--- src/rtl/hfg_norm_pkg.sv ---
// rtl/hfg_norm_pkg.sv - shared defaults and coefficient constants for the feature normalizer
package hfg_norm_pkg;

   localparam int DEF_IN_W       = 21;
   localparam int DEF_OUT_W      = 32;
   localparam int DEF_COEF_W     = 16;
   localparam int DEF_NUM_SCALES = 8;
   localparam int DEF_FRAC_SHIFT = 6;

   // 14570/64 ~= 227.66, the 17x17 window normalization factor
   localparam int NORM_COEF_17X17 = 14570;

   typedef logic [DEF_COEF_W-1:0] coef_t;

endpackage

--- src/rtl/hfg_norm_coef_table.sv ---
// rtl/hfg_norm_coef_table.sv - per-scale coefficient register file with guarded access
module hfg_norm_coef_table
   import hfg_norm_pkg::*;
#(
   parameter int COEF_W     = DEF_COEF_W,
   parameter int NUM_SCALES = DEF_NUM_SCALES,
   parameter int SEL_W      = $clog2(NUM_SCALES)
) (
   input  logic              clk,
   input  logic              reset_n,
   input  logic              wr,
   input  logic [SEL_W-1:0]  wr_addr,
   input  logic [COEF_W-1:0] wr_data,
   input  logic [SEL_W-1:0]  rd_addr,
   output logic [COEF_W-1:0] rd_data
);

   logic [COEF_W-1:0] tbl [NUM_SCALES];

   logic wr_in_range;
   logic rd_in_range;

   assign wr_in_range = (32'(wr_addr) < NUM_SCALES);
   assign rd_in_range = (32'(rd_addr) < NUM_SCALES);

   always_ff @(posedge clk) begin
      if (!reset_n) begin
         for (int i = 0; i < NUM_SCALES; i++) begin
            tbl[i] <= COEF_W'(NORM_COEF_17X17);
         end
      end else if (wr && wr_in_range) begin
         tbl[wr_addr] <= wr_data;
      end
   end

   // Combinational read returns the pre-write value during a same-cycle write
   assign rd_data = rd_in_range ? tbl[rd_addr] : '0;

endmodule

--- src/rtl/hfg_feature_normalizer.sv ---
// rtl/hfg_feature_normalizer.sv - 3-stage sign-magnitude scale/shift/saturate normalizer
module hfg_feature_normalizer
   import hfg_norm_pkg::*;
#(
   parameter int IN_W       = DEF_IN_W,
   parameter int OUT_W      = DEF_OUT_W,
   parameter int COEF_W     = DEF_COEF_W,
   parameter int NUM_SCALES = DEF_NUM_SCALES,
   parameter int FRAC_SHIFT = DEF_FRAC_SHIFT,
   parameter int SEL_W      = $clog2(NUM_SCALES)
) (
   input  logic              iClk,
   input  logic              iReset_n,
   input  logic              iValid,
   output logic              oReady,
   input  logic [IN_W-1:0]   iPre_Feature,
   input  logic [SEL_W-1:0]  iScale_Sel,
   input  logic              iCoef_Wr,
   input  logic [SEL_W-1:0]  iCoef_Addr,
   input  logic [COEF_W-1:0] iCoef_Data,
   output logic              oValid,
   input  logic              iReady,
   output logic [OUT_W-1:0]  oFeature,
   output logic [SEL_W-1:0]  oScale_Sel,
   output logic              oSat
);

   localparam int PW = IN_W + COEF_W;
   localparam int WW = (PW > OUT_W) ? PW : OUT_W;
   localparam logic [WW-1:0] MAX_POS = WW'({(OUT_W-1){1'b1}});

   logic              advance;
   logic [COEF_W-1:0] coef_rd;
   logic [IN_W-1:0]   in_mag;

   logic              s1_valid;
   logic [IN_W-1:0]   s1_mag;
   logic              s1_sign;
   logic [COEF_W-1:0] s1_coef;
   logic [SEL_W-1:0]  s1_sel;

   logic              s2_valid;
   logic [PW-1:0]     s2_prod;
   logic              s2_sign;
   logic [SEL_W-1:0]  s2_sel;

   logic [WW-1:0]     q_wide;
   logic              q_sat;
   logic [OUT_W-1:0]  q_mag;
   logic [OUT_W-1:0]  q_signed;

   // The whole pipe moves as one; internal bubbles are kept rather than squeezed out
   assign advance = ~oValid | iReady;
   assign oReady  = advance;

   hfg_norm_coef_table #(
      .COEF_W     (COEF_W),
      .NUM_SCALES (NUM_SCALES),
      .SEL_W      (SEL_W)
   ) u_coef_table (
      .clk     (iClk),
      .reset_n (iReset_n),
      .wr      (iCoef_Wr),
      .wr_addr (iCoef_Addr),
      .wr_data (iCoef_Data),
      .rd_addr (iScale_Sel),
      .rd_data (coef_rd)
   );

   // Unsigned magnitude: the most negative input maps cleanly onto 2^(IN_W-1)
   assign in_mag = iPre_Feature[IN_W-1] ? (-iPre_Feature) : iPre_Feature;

   always_ff @(posedge iClk) begin
      if (!iReset_n) begin
         s1_valid <= 1'b0;
         s1_mag   <= '0;
         s1_sign  <= 1'b0;
         s1_coef  <= '0;
         s1_sel   <= '0;
      end else if (advance) begin
         s1_valid <= iValid;
         if (iValid) begin
            s1_mag  <= in_mag;
            s1_sign <= iPre_Feature[IN_W-1];
            s1_coef <= coef_rd;
            s1_sel  <= iScale_Sel;
         end
      end
   end

   always_ff @(posedge iClk) begin
      if (!iReset_n) begin
         s2_valid <= 1'b0;
         s2_prod  <= '0;
         s2_sign  <= 1'b0;
         s2_sel   <= '0;
      end else if (advance) begin
         s2_valid <= s1_valid;
         if (s1_valid) begin
            s2_prod <= PW'(s1_mag) * PW'(s1_coef);
            s2_sign <= s1_sign;
            s2_sel  <= s1_sel;
         end
      end
   end

   // Truncating the magnitude rounds toward zero for either sign
   assign q_wide   = WW'(s2_prod >> FRAC_SHIFT);
   assign q_sat    = (q_wide > MAX_POS);
   assign q_mag    = q_sat ? MAX_POS[OUT_W-1:0] : q_wide[OUT_W-1:0];
   assign q_signed = s2_sign ? (-q_mag) : q_mag;

   always_ff @(posedge iClk) begin
      if (!iReset_n) begin
         oValid     <= 1'b0;
         oFeature   <= '0;
         oSat       <= 1'b0;
         oScale_Sel <= '0;
      end else if (advance) begin
         oValid <= s2_valid;
         if (s2_valid) begin
            oFeature   <= q_signed;
            oSat       <= q_sat;
            oScale_Sel <= s2_sel;
         end
      end
   end

endmodule

--- config.mk ---
export PLATFORM = sky130hd
export DESIGN_NAME = hfg_feature_normalizer
export DESIGN_NICKNAME = d
export VERILOG_FILES = /design/src/rtl/hfg_norm_pkg.sv /design/src/rtl/hfg_norm_coef_table.sv /design/src/rtl/hfg_feature_normalizer.sv
export SDC_FILE = /design/constraint.sdc
export NUM_CORES = 1
export LEC_CHECK = 0
export ABC_AREA = 0
export ABC_CLOCK_PERIOD_IN_PS = 10600
export CORE_MARGIN = 1.5
export CORE_UTILIZATION = 60
export CTS_CLUSTER_DIAMETER = 120
export CTS_CLUSTER_SIZE = 14
export DETAILED_ROUTE_END_ITERATION = 10
export MAX_ROUTING_LAYER = met4
export PLACE_DENSITY = 0.79
export SETUP_SLACK_MARGIN = 0.05
export SYNTH_ARGS = -nofsm -noshare
export SYNTH_HDL_FRONTEND = slang
export SYNTH_SLANG_ARGS = --single-unit
--- constraint.sdc ---
create_clock -name iClk -period 10.6 [get_ports iClk]
set_clock_uncertainty 0.05 [all_clocks]
set_input_delay 2.12 -clock iClk [delete_from_list [all_inputs] [get_ports iClk]]
set_output_delay 2.12 -clock iClk [all_outputs]
set_load 0.005 [all_outputs]
==> run_results.csv <==
group,metric,value,unit
power_and_ir_drop,ir_drop,0.155,mV
setup_path,required,10.91,ns
power_and_ir_drop,sw_frac_of_total,39.2,%
clock_tree,cts.path.max_buffers,3,
power_and_ir_drop,powerDensity,134,mW/mm²
finish,num-nets-final,2637,
die,die_h,192,µm
synthesis,syn_nets,2638,
sta,max-slew-margin-rel,26.2,%
synthesis,synth_warnings,0,
global_routing,gr-usage-all-layers,31.5,%
hold_path,hold_class,"reg2reg",
outcome,status,"finished clean",
power_and_ir_drop,p_seq_share,38.0,%
clock_tree,clk_latency,0.52,ns
sta,tightest_slew,1.11,ns
power_and_ir_drop,p_comb_share,39.3,%
finish,nFillCells,2843,
setup_path,crit_path_max_incr_delay,1.05,ns
clock_tree,cts-htree-levels,1,
detailed_routing,post_drt_wl_per_cell,19.8,µm
die,initial_core_util,60.7,%
synthesis,synth-compound-area-share,7.85,%
synthesis,synth_adder_area_share,30.8,%
setup_path,slowest_stage,"dfxtp_1",
power_and_ir_drop,clock_power_share,22.8,%
finish,insertedDiodeCount,0,
clock_tree,cts_root_buf,"clkbuf_16",
clock_tree,cts_setup_buffers,0,
setup_path,cp.buffers_inverters,5,
detailed_routing,vias,15940,
detailed_routing,ant_nets,0,
die,rows,69,
clock_tree,cts_tree,"yes",
synthesis,yosysSeqAreaShare,28.6,%
clock_tree,ctsResizeCount,0,
synthesis,synthArstFlopShare,0,%
synthesis,synth.ff_latch_count,243,
sta,holdWs,0.401,ns
setup_path,arrival,7.67,ns
setup_path,path_delay_family,"adder cells",
synthesis,synth.avg_cell_area,9.68,µm²
die,die_w,192,µm
die,io_pins,86,
synthesis,muxShareOfSynthArea,4.33,%
job,cap_violations,0,
synthesis,synth-simple-area-share,17.6,%
sta,final_hold_viol_count,0,
global_routing,antenna_found_initial,0,
sta,max_freq,136,MHz
synthesis,synth_top_family_by_area,"adder cells",
power_and_ir_drop,power.switching,1210,µW
finish,area_delta_synth_final,7.71,%
setup_path,worst_setup_path_start_kind,"register",
global_routing,grt_max_degree,72,
die,design.die.area,0.0370,mm²
sta,rsz0062_at_grt,"no",
detailed_routing,drt_first_pass_iters,6,
sta,fin_crit_sh,69.4,%
setup_path,path_class,"reg2reg",
clock_tree,cts.sinks,243,
sta,period_needed,7.36,ns
place,placedInstanceArea,0.0226,mm²
detailed_routing,drt_iter0_drc,1223,
synthesis,synth.distinct_cells,62,
clock_tree,postCtsHoldBufs,0,
finish,fin_area,0.0231,mm²
global_routing,grt_pass1_wl,88000,µm
setup_path,path_max_fanout,22,
synthesis,synth_xor_area_share,2.77,%
clock_tree,cts_buffers,21,
place,place.gp.congestion,0.929,
clock_tree,clk_pin_slew,0.07,ns
sta,fin_tns_setup,0,ns
power_and_ir_drop,p_int,1880,µW
synthesis,syn-instance-count,2219,
synthesis,synth-edff-count,128,
sta,setup_viol,0,
detailed_routing,vias_per_cell,5.93,
detailed_routing,drt-total-wl,53300,µm
sta,slew_viol_final,0,
synthesis,synthesis.area,0.0215,mm²
global_routing,overflow,0,
place,dpl.hpwl,39600,µm
die,coreArea,0.0354,mm²
setup_path,cp-end-kind,"register",
synthesis,synth_flop_cell,"edfxtp_1",
global_routing,grt_pass1_vias,17050,
detailed_routing,route.detailed.drc,0,
setup_path,path_cells,"nand2_1 > fa_1 > inv_1 > fa_1 > inv_1 > fa_1 > inv_1 > fa_1 > inv_1 > fa_1 > fa_1 > inv_1 > ha_1 > a21oi_1 > o2111ai_1 > a211oi_1 > o31ai_1 > a41oi_1 > xor2_1 > o21ai_0",
finish,drive_gt1_share,4.22,%
setup_path,crit_top_cell,"fa_1",
place,port-buffer-count,85,
power_and_ir_drop,p_leak,0.00992,µW
final timing paths:
| check | from | endpoint | slack [ns] | depth (start not counted) |
|---|---|---|---|---|
| setup / recovery | s1_coef[7] | s2_prod[22] | 3.24 | 20 |
| hold / removal | s1_sel[2] | s2_sel[2] | 0.40 | 2 |
| setup reg to reg | s1_coef[7] | s2_prod[22] | 3.24 | 20 |
| hold reg to reg | s1_sel[2] | s2_sel[2] | 0.40 | 2 |
synthesized netlist by cell type (3+ instances only):
library cell	instances	area (µm²)
nor4_1	5	31.3
o41ai_1	7	61.3
o31ai_1	14	105
nand4_1	11	68.8
o21bai_1	3	22.5
mux2i_1	21	210
nor2b_1	4	25.0
a21o_1	10	75.1
nand3_1	23	115
xnor2_1	15	131
nor3_1	7	35.0
clkbuf_1	116	435
mux4_2	32	721
nand2_1	321	1200
and2_1	199	1240
edfxtp_1	128	3840
inv_1	328	1230
o21ai_0	62	310
a211oi_1	50	375
fa_1	263	5270
a32o_1	3	30.0
or3_1	53	332
a21oi_1	78	390
dfxtp_1	115	2300
o211ai_1	9	67.6
a31o_2	3	26.3
o2111ai_1	5	43.8
and3_1	10	62.6
xor2_1	53	464
ha_1	108	1350
buf_1	6	22.5
or4_1	7	52.6
a31oi_1	8	50.1
nor2_1	83	312
nand2b_1	24	150
worst reg2reg max path, stage by stage (launching register included):
cell and delay [ns]:
dfxtp_1 1.05, nand2_1 0.22, fa_1 0.54, inv_1 0.05
fa_1 0.50, inv_1 0.05, fa_1 0.48, inv_1 0.06
fa_1 0.53, inv_1 0.08, fa_1 0.47, fa_1 0.61
inv_1 0.08, ha_1 0.36, a21oi_1 0.40, o2111ai_1 0.21
a211oi_1 0.49, o31ai_1 0.22, a41oi_1 0.28, xor2_1 0.37
o21ai_0 0.13
sequential cells by signal, indices dropped and copies added (netlist names):
name	flops
oSat	1
s1_mag	21
u_coef_table.tbl	128
oFeature	32
s2_prod	31
s2_sign	1
s2_sel	3
s2_valid	1
s1_valid	1
s1_sign	1
s1_coef	16
oValid	1
oScale_Sel	3
s1_sel	3
layer usage:
layer / track usage, % / part of all wire, %
met2: 51.9 / 49
met4: 13.7 / 4.7
met3: 3.91 / 6.5
met5: - / 0
met1: 39.2 / 39
through the flow:
stage / worst slack (ns) / utilization (%) / cells / power, µW
CTS: 3.37 / 65.4 / 2690 / 3090
detailed placement: 3.45 / 63.7 / 2656 / 2390
finish: 3.24 / 65.4 / 2690 / 3100
global route: 3.03 / 65.4 / 2690 / 3290
floorplan: 4.60 / - / 2219 / 1970
global placement: 3.59 / 63.7 / 2656 / 2370
kinds of logic after synthesis:
| kind of cell | count (synthesis) |
|---|---|
| AND/OR/NAND/NOR | 764 |
| AO/OA/AOI/OAI | 267 |
| XOR/XNOR | 68 |
| buffers and inverters | 453 |
| adder cells (fa/ha/maj) | 371 |
| flip-flops | 243 |
| multiplexers | 53 |
cells in the final DEF (no fill, tap or decap), types with 14 or more instances in the layout:
cell type	count
a211oi_1	50
a21oi_1	78
and2_1	198
buf_4	16
clkbuf_16	21
clkdlybuf4s50_1	84
dfxtp_1	115
edfxtp_1	128
fa_1	263
ha_1	108
inv_1	327
mux2i_1	21
mux4_2	32
nand2_1	321
nand2b_1	24
nand3_1	23
nor2_1	83
o21ai_0	56
o31ai_1	14
or3_1	53
xnor2_1	15
xor2_1	53
power by group through the flow:
stage,combinational [µW],sequential (µW),clock [µW]
finish,1220,1170,705
CTS,1210,1170,711
floorplan,856,1110,0
global route,1370,1180,746
detailed placement,1200,1190,0
global placement,1180,1180,0
area by class of cell:
type / count / area (µm²) / area share, %
well taps: 461 / 577 / 2.49
inverters: 328 / 1230 / 5.32
flip-flops and latches: 243 / 6150 / 26.6
multi-input cells: 1523 / 13600 / 58.9
repair buffers: 101 / 966 / 4.17
clock inverters: 2 / 20.0 / 0.0865
clock buffers: 32 / 567 / 2.45
(Power assumes the default switching activity.)
